===== config.mk =====
export PLATFORM = sky130hd
export DESIGN_NAME = decap_bank_seq
export DESIGN_NICKNAME = d
export VERILOG_FILES = /design/src/rtl/decap_seq_pkg.sv /design/src/rtl/decap_dwell_cnt.sv /design/src/rtl/decap_bank_seq.sv
export SDC_FILE = /design/constraint.sdc
export NUM_CORES = 1
export LEC_CHECK = 0
export CAP_MARGIN = 0
export CORE_MARGIN = 3
export CORE_UTILIZATION = 48
export DETAILED_ROUTE_END_ITERATION = 8
export HOLD_SLACK_MARGIN = 0.1
export MAX_ROUTING_LAYER = met4
export PLACE_DENSITY = 0.73
export REMOVE_ABC_BUFFERS = 1
export SLEW_MARGIN = 5
export SYNTH_ARGS = -nofsm -noshare
export SYNTH_HDL_FRONTEND = slang
export SYNTH_SLANG_ARGS = --single-unit

===== constraint.sdc =====
create_clock -name clk -period 3.3 [get_ports clk]
set_clock_uncertainty 0.2 [all_clocks]
set_input_delay 0.495 -clock clk [delete_from_list [all_inputs] [get_ports clk]]
set_output_delay 0.495 -clock clk [all_outputs]
set_load 0.02 [all_outputs]

===== src/rtl/decap_seq_pkg.sv =====
// Shared types and helpers for the decap bank sequencer and its sub-blocks.
package decap_seq_pkg;

    // Widest bank any sequencer in this family may drive.
    localparam int NSEG_MAX = 32;

    typedef enum logic [1:0] {
        IDLE = 2'd0,
        STEP = 2'd1,
        WAIT = 2'd2,
        DONE = 2'd3
    } seqState_e;

    // Width needed to hold a segment count of 0..nseg inclusive.
    function automatic int cnt_width(input int nseg);
        return $clog2(nseg + 1);
    endfunction

    // Thermometer code: bit i is set iff i < count.
    function automatic logic [NSEG_MAX-1:0] therm(input int count);
        logic [NSEG_MAX-1:0] t;
        for (int i = 0; i < NSEG_MAX; i++) begin
            t[i] = (i < count);
        end
        return t;
    endfunction

endpackage


===== src/rtl/decap_dwell_cnt.sv =====
// Loadable down-counter with a zero flag; holds at zero instead of wrapping.
module decap_dwell_cnt #(
    parameter int DWELL_W = 8
) (
    input  logic               clk,
    input  logic               rst,
    input  logic               load_i,
    input  logic [DWELL_W-1:0] loadVal_i,
    input  logic               dec_i,
    output logic [DWELL_W-1:0] count_o,
    output logic               zero_o
);

    logic [DWELL_W-1:0] count_q;
    logic [DWELL_W-1:0] count_d;

    // Load has priority over decrement; decrement saturates at zero.
    always_comb begin
        count_d = count_q;
        if (load_i) begin
            count_d = loadVal_i;
        end else if (dec_i && (count_q != '0)) begin
            count_d = count_q - DWELL_W'(1);
        end
    end

    // Counter register, cleared by synchronous reset.
    always_ff @(posedge clk) begin
        if (rst) begin
            count_q <= '0;
        end else begin
            count_q <= count_d;
        end
    end

    assign count_o = count_q;
    assign zero_o  = (count_q == '0);

endmodule


===== src/rtl/decap_bank_seq.sv =====
// Decap/MOM bank sequencer: walks a thermometer enable vector toward a
// requested segment count one segment at a time, with a programmable dwell
// between steps to limit rail di/dt. Optional macro DECAP_SEQ_FAST_OFF_EN
// adds a fast_off input that drops every segment in one cycle.
module decap_bank_seq
    import decap_seq_pkg::*;
#(
    parameter int NSEG    = 8,
    parameter int DWELL_W = 8,
    parameter int CNT_W   = cnt_width(NSEG)
) (
    input  logic               clk,
    input  logic               rst,
    input  logic               req_valid,
    output logic               req_ready,
    input  logic [CNT_W-1:0]   req_target,
    input  logic [DWELL_W-1:0] dwell,
    output logic [NSEG-1:0]    seg_en,
    output logic [CNT_W-1:0]   cur_count,
    output logic               busy,
    output logic               done
`ifdef DECAP_SEQ_FAST_OFF_EN
    ,
    input  logic               fast_off
`endif
);

    localparam logic [CNT_W-1:0] NSEG_C = CNT_W'(NSEG);

    seqState_e          state_q, state_d;
    logic [CNT_W-1:0]   curCount_q, curCount_d;
    logic [CNT_W-1:0]   tgt_q, tgt_d;
    logic [DWELL_W-1:0] dwl_q, dwl_d;
    logic [NSEG-1:0]    segEn_q;
    logic [CNT_W-1:0]   reqTgt;
    logic               dwellLoad;
    logic               dwellDec;
    logic [DWELL_W-1:0] dwellCnt;
    logic               dwellZero;
    logic               dwellLast;
    logic               fastOff;

`ifdef DECAP_SEQ_FAST_OFF_EN
    assign fastOff = fast_off;
`else
    assign fastOff = 1'b0;
`endif

    decap_dwell_cnt #(
        .DWELL_W (DWELL_W)
    ) u_dwell (
        .clk       (clk),
        .rst       (rst),
        .load_i    (dwellLoad),
        .loadVal_i (dwl_q),
        .dec_i     (dwellDec),
        .count_o   (dwellCnt),
        .zero_o    (dwellZero)
    );

    // The last WAIT cycle is the one where the counter reads 1; zero is a
    // safety net so WAIT can never stall.
    assign dwellLast = dwellZero || (dwellCnt == DWELL_W'(1));

    // Requests beyond the bank size saturate to a fully enabled bank.
    assign reqTgt = (req_target > NSEG_C) ? NSEG_C : req_target;

    // Next-state logic: one segment per STEP, dwell between steps, fast-off overrides all.
    always_comb begin
        state_d    = state_q;
        curCount_d = curCount_q;
        tgt_d      = tgt_q;
        dwl_d      = dwl_q;
        dwellLoad  = 1'b0;
        dwellDec   = 1'b0;
        unique case (state_q)
            IDLE: begin
                if (req_valid) begin
                    tgt_d   = reqTgt;
                    dwl_d   = dwell;
                    state_d = (reqTgt == curCount_q) ? DONE : STEP;
                end
            end
            STEP: begin
                if (tgt_q > curCount_q) begin
                    curCount_d = curCount_q + CNT_W'(1);
                end else begin
                    curCount_d = curCount_q - CNT_W'(1);
                end
                dwellLoad = 1'b1;
                if (dwl_q != '0) begin
                    state_d = WAIT;
                end else if (curCount_d == tgt_q) begin
                    state_d = DONE;
                end else begin
                    state_d = STEP;
                end
            end
            WAIT: begin
                dwellDec = 1'b1;
                if (dwellLast) begin
                    state_d = (curCount_q != tgt_q) ? STEP : DONE;
                end
            end
            DONE: begin
                state_d = IDLE;
            end
            default: begin
                state_d = IDLE;
            end
        endcase
        if (fastOff) begin
            curCount_d = '0;
            tgt_d      = '0;
            state_d    = DONE;
        end
    end

    // State and datapath registers; reset drops every segment at once.
    always_ff @(posedge clk) begin
        if (rst) begin
            state_q    <= IDLE;
            curCount_q <= '0;
            tgt_q      <= '0;
            dwl_q      <= '0;
            segEn_q    <= '0;
        end else begin
            state_q    <= state_d;
            curCount_q <= curCount_d;
            tgt_q      <= tgt_d;
            dwl_q      <= dwl_d;
            segEn_q    <= NSEG'(therm(int'(curCount_d)));
        end
    end

    assign seg_en    = segEn_q;
    assign cur_count = curCount_q;
    assign busy      = (state_q != IDLE);
    assign req_ready = (state_q == IDLE);
    assign done      = (state_q == DONE);

endmodule


==> impl_metrics.csv <==
group,metric,value,unit
run_status,status,"finished, final reports clean",
grt,grt.total_usage,0.223,
floorplan,ioPinCount,30,
yosys,async_reset_ff_frac,0,
final_layout,final_util,0.665,
worst_setup_path,critPathTopFamily,"simple AND/OR/NAND/NOR gates",
yosys,syn-instance-count,212,
worst_setup_path,start_kind,"flop",
timing,setup_violations,0,
placed_design,postPlaceCellArea,2200,µm²
timing,finalHoldViolCount,0,
yosys,synth_top_flop_cell,"dfxtp_1",
worst_setup_path,cp_slowest_stage_delay,0.43,ns
final_layout,area_growth,27.6,%
floorplan,core_area,3490,µm²
power_and_ir_drop,irDropWorstVdd,0.000634,V
clock_tree,clockRootBuffer,"clkbuf_8",
worst_setup_path,path_max_fanout,5,
floorplan,dieWidth,67.6,µm
timing,max_slew_margin,0.652,
drt,vias,1604,
power_and_ir_drop,seqPwrFrac,0.237,
grt,grt_max_degree,24,
worst_setup_path,cp_data_arrival_time,3.06,ns
floorplan,num_rows,21,
clock_tree,cts_tree,"yes",
worst_hold_path,hold_class,"reg -> reg",
power_and_ir_drop,clkPwrFrac,0.139,
worst_setup_path,rrSetupSlack,0.21,ns
timing,fmax,0.324,GHz
grt,antenna_found_initial,0,
final_layout,fill_cells,296,
yosys,ys_top_cells_by_area,"dfxtp_1 (36%), a21oi_1 (6.3%), ha_1 (6.2%), nand2_1 (5.4%), nor2_1 (4.5%)",
power_and_ir_drop,swShare,0.427,
worst_setup_path,crit_type,"reg -> reg",
clock_tree,clkTransAtPathRegs,0.07,ns
clock_tree,worstSkewPairLatency,0.29,ns
clock_tree,cts_hold_buf,0,
yosys,synth.distinct_cells,52,
clock_tree,numClockSinks,33,
worst_setup_path,crit_chain,"inv_1, ha_1, and4_2, nor2_1, inv_1, ha_1, a21o_1, a21oi_2, or4_4, a311oi_4, buf_6, a31oi_1",
worst_setup_path,slowest_stage,"or4_4",
clock_tree,cts_buffers,5,
grt,overflow,0,
final_layout,fin_area,2320,µm²
drt,drc,0,
placed_design,hpwl,3070,µm
yosys,ys_ff_latch,33,
final_layout,nets,275,
power_and_ir_drop,power_density,1140,nW/µm²
worst_setup_path,path_buf_inv,3,
floorplan,floorplan.initialDensity,0.521,
timing,worst_pin_slew,0.521,ns
yosys,synth_edf_count,0,
power_and_ir_drop,p_int,1520,µW
grt,grt_pass1_wl,7300,µm
yosys,avgSynthCellArea,8.58,µm²
run,drv_cap,0,
worst_setup_path,cp.required,3.27,ns
drt,drt_wl_total,4300,µm
placed_design,gp_congestion,0.845,
power_and_ir_drop,leakage,0.000899,µW
power_and_ir_drop,power.switching,1130,µW
drt,wl_per_cell,14.5,µm
yosys,yosysTopAreaCellShare,0.363,
placed_design,portBuffers,29,
drt,first_pass_iters,4,
drt,postRouteAntennaNets,0,
yosys,syn_area,1820,µm²
drt,first_iter_violations,107,
floorplan,die_h,67.6,µm
timing,finalCritPeriodShare,0.936,
clock_tree,clk_path_buf_depth,2,
yosys,yosysSeqAreaShare,0.363,
timing,rsz0062_at_grt,"no",
power_and_ir_drop,pwr-share-comb,0.623,
worst_setup_path,end_kind,"flop",
clock_tree,h-tree-depth,2,
grt,grt_pass1_vias,1488,
final_layout,antennaDiodeCount,0,
timing,min_period,3.09,ns
yosys,yosysTopAreaCell,"dfxtp_1",
timing,fin_tns_setup,0,ns
drt,viasPerCell,5.42,
timing,maxSlewViolCount,0,
floorplan,dieArea,4570,µm²
final_layout,layout-drive-gt1-share,0.128,
yosys,yosys_warnings,0,
==> power by group through the flow <==
stage | clock network, µW | registers, µW | logic [µW]
2_1_floorplan | 0 | 692 | 996
3_3_place_gp | 0 | 631 | 1560
3_5_place_dp | 0 | 633 | 1570
4_1_cts | 374 | 626 | 1590
5_1_grt | 391 | 649 | 1810
6_report | 368 | 627 | 1650
==> per-stage QoR <==
stage               instances  setup WS, ns  total power [µW]  hold slack, ns
finish                    296         0.213              2640           0.265
global route              296       0.00352              2850           0.291
CTS                       294        0.0979              2590           0.273
detailed placement        287         0.110              2210           0.263
global placement          287         0.211              2190           0.258
floorplan                 201        -0.225              1690           0.239
==> cell type report <==
cell class | count | area, µm² | share of cell area
clock buffers | 5 | 68.8 | 0.0296
repair buffers | 42 | 392 | 0.169
clock inverters | 2 | 35.0 | 0.0151
well taps | 46 | 57.6 | 0.0248
flip-flops and latches | 33 | 661 | 0.284
multi-input cells | 156 | 1060 | 0.458
inverters | 12 | 45.0 | 0.0194
==> routing by layer <==
metal	routed length, µm	global-route usage
met1	2170	0.310
met4	53	0.0759
met3	246	0.0632
met2	1820	0.306
met5	0	-
==> registers in the layout (all words and copies together), names as in the netlist <==
signal,cells
dwl_q,8
u_dwell.count_o,8
seg_en,7
cur_count,4
tgt_q,4
state_q,2
==> synth_stat cells, drive strengths merged, types with 2 or more instances <==
cell / n
dfxtp: 33
nand2: 26
a21oi: 24
nor2: 22
inv: 12
ha: 9
clkbuf: 6
a211oi: 5
buf: 5
nand3: 5
a31oi: 4
nand2b: 4
nor2b: 4
xnor2: 4
a21o: 3
nor3: 3
nor4: 3
o21a: 3
a2111oi: 2
a221oi: 2
a311oi: 2
and2: 2
and4: 2
mux2: 2
mux2i: 2
nand3b: 2
o211a: 2
or3: 2
or4: 2
xor2: 2
==> cell usage in the layout (no fill, tap or decap), types with 3 or more instances in the layout <==
cell             instances
inv_1                   12
buf_4                   12
a21oi_1                 23
ha_1                     9
nor3_1                   3
a31oi_1                  3
clkbuf_8                 5
nand2_1                 26
a211oi_1                 4
a21o_1                   3
dfxtp_1                 33
o21a_1                   3
nor2_1                  22
clkdlybuf4s50_1         29
nor2b_1                  4
nand3_1                  5
nand2b_1                 3
xnor2_1                  4
==> tightest hold or removal path: stages, from the launching register on <==
cell     delay [ns]
dfxtp_1        0.32
nand2_1        0.05
a21oi_1        0.05
==> final timing paths <==
check / start / end / cells after the start
max: cur_count[3] / seg_en[1] / 12
min reg2reg: dwl_q[3] / u_dwell.count_o[3] / 2
max reg2reg: cur_count[3] / seg_en[1] / 12
min: dwl_q[3] / u_dwell.count_o[3] / 2
==> what timing repair did <==
| item | CTS | global route |
|---|---|---|
| gates resized for setup | 0 | 1 |
| endpoints found under the setup margin | 0 | 8 |
| buffers inserted | 0 | 2 |
==> logic make-up (layout without fill, tap and decap cells) <==
| kind of cell | count (synthesis) | count (layout) | synth area share |
|---|---|---|---|
| flops | 33 | 33 | 0.363 |
| fa+ha+maj | 10 | 10 | 0.0729 |
| mux | 4 | 4 | 0.0234 |
| simple gates | 81 | 81 | 0.230 |
| xor+xnor | 7 | 7 | 0.0413 |
| compound gates | 54 | 54 | 0.217 |
| buf+inv | 23 | 61 | 0.0523 |
Note: power is estimated with default switching activity, not from simulation.
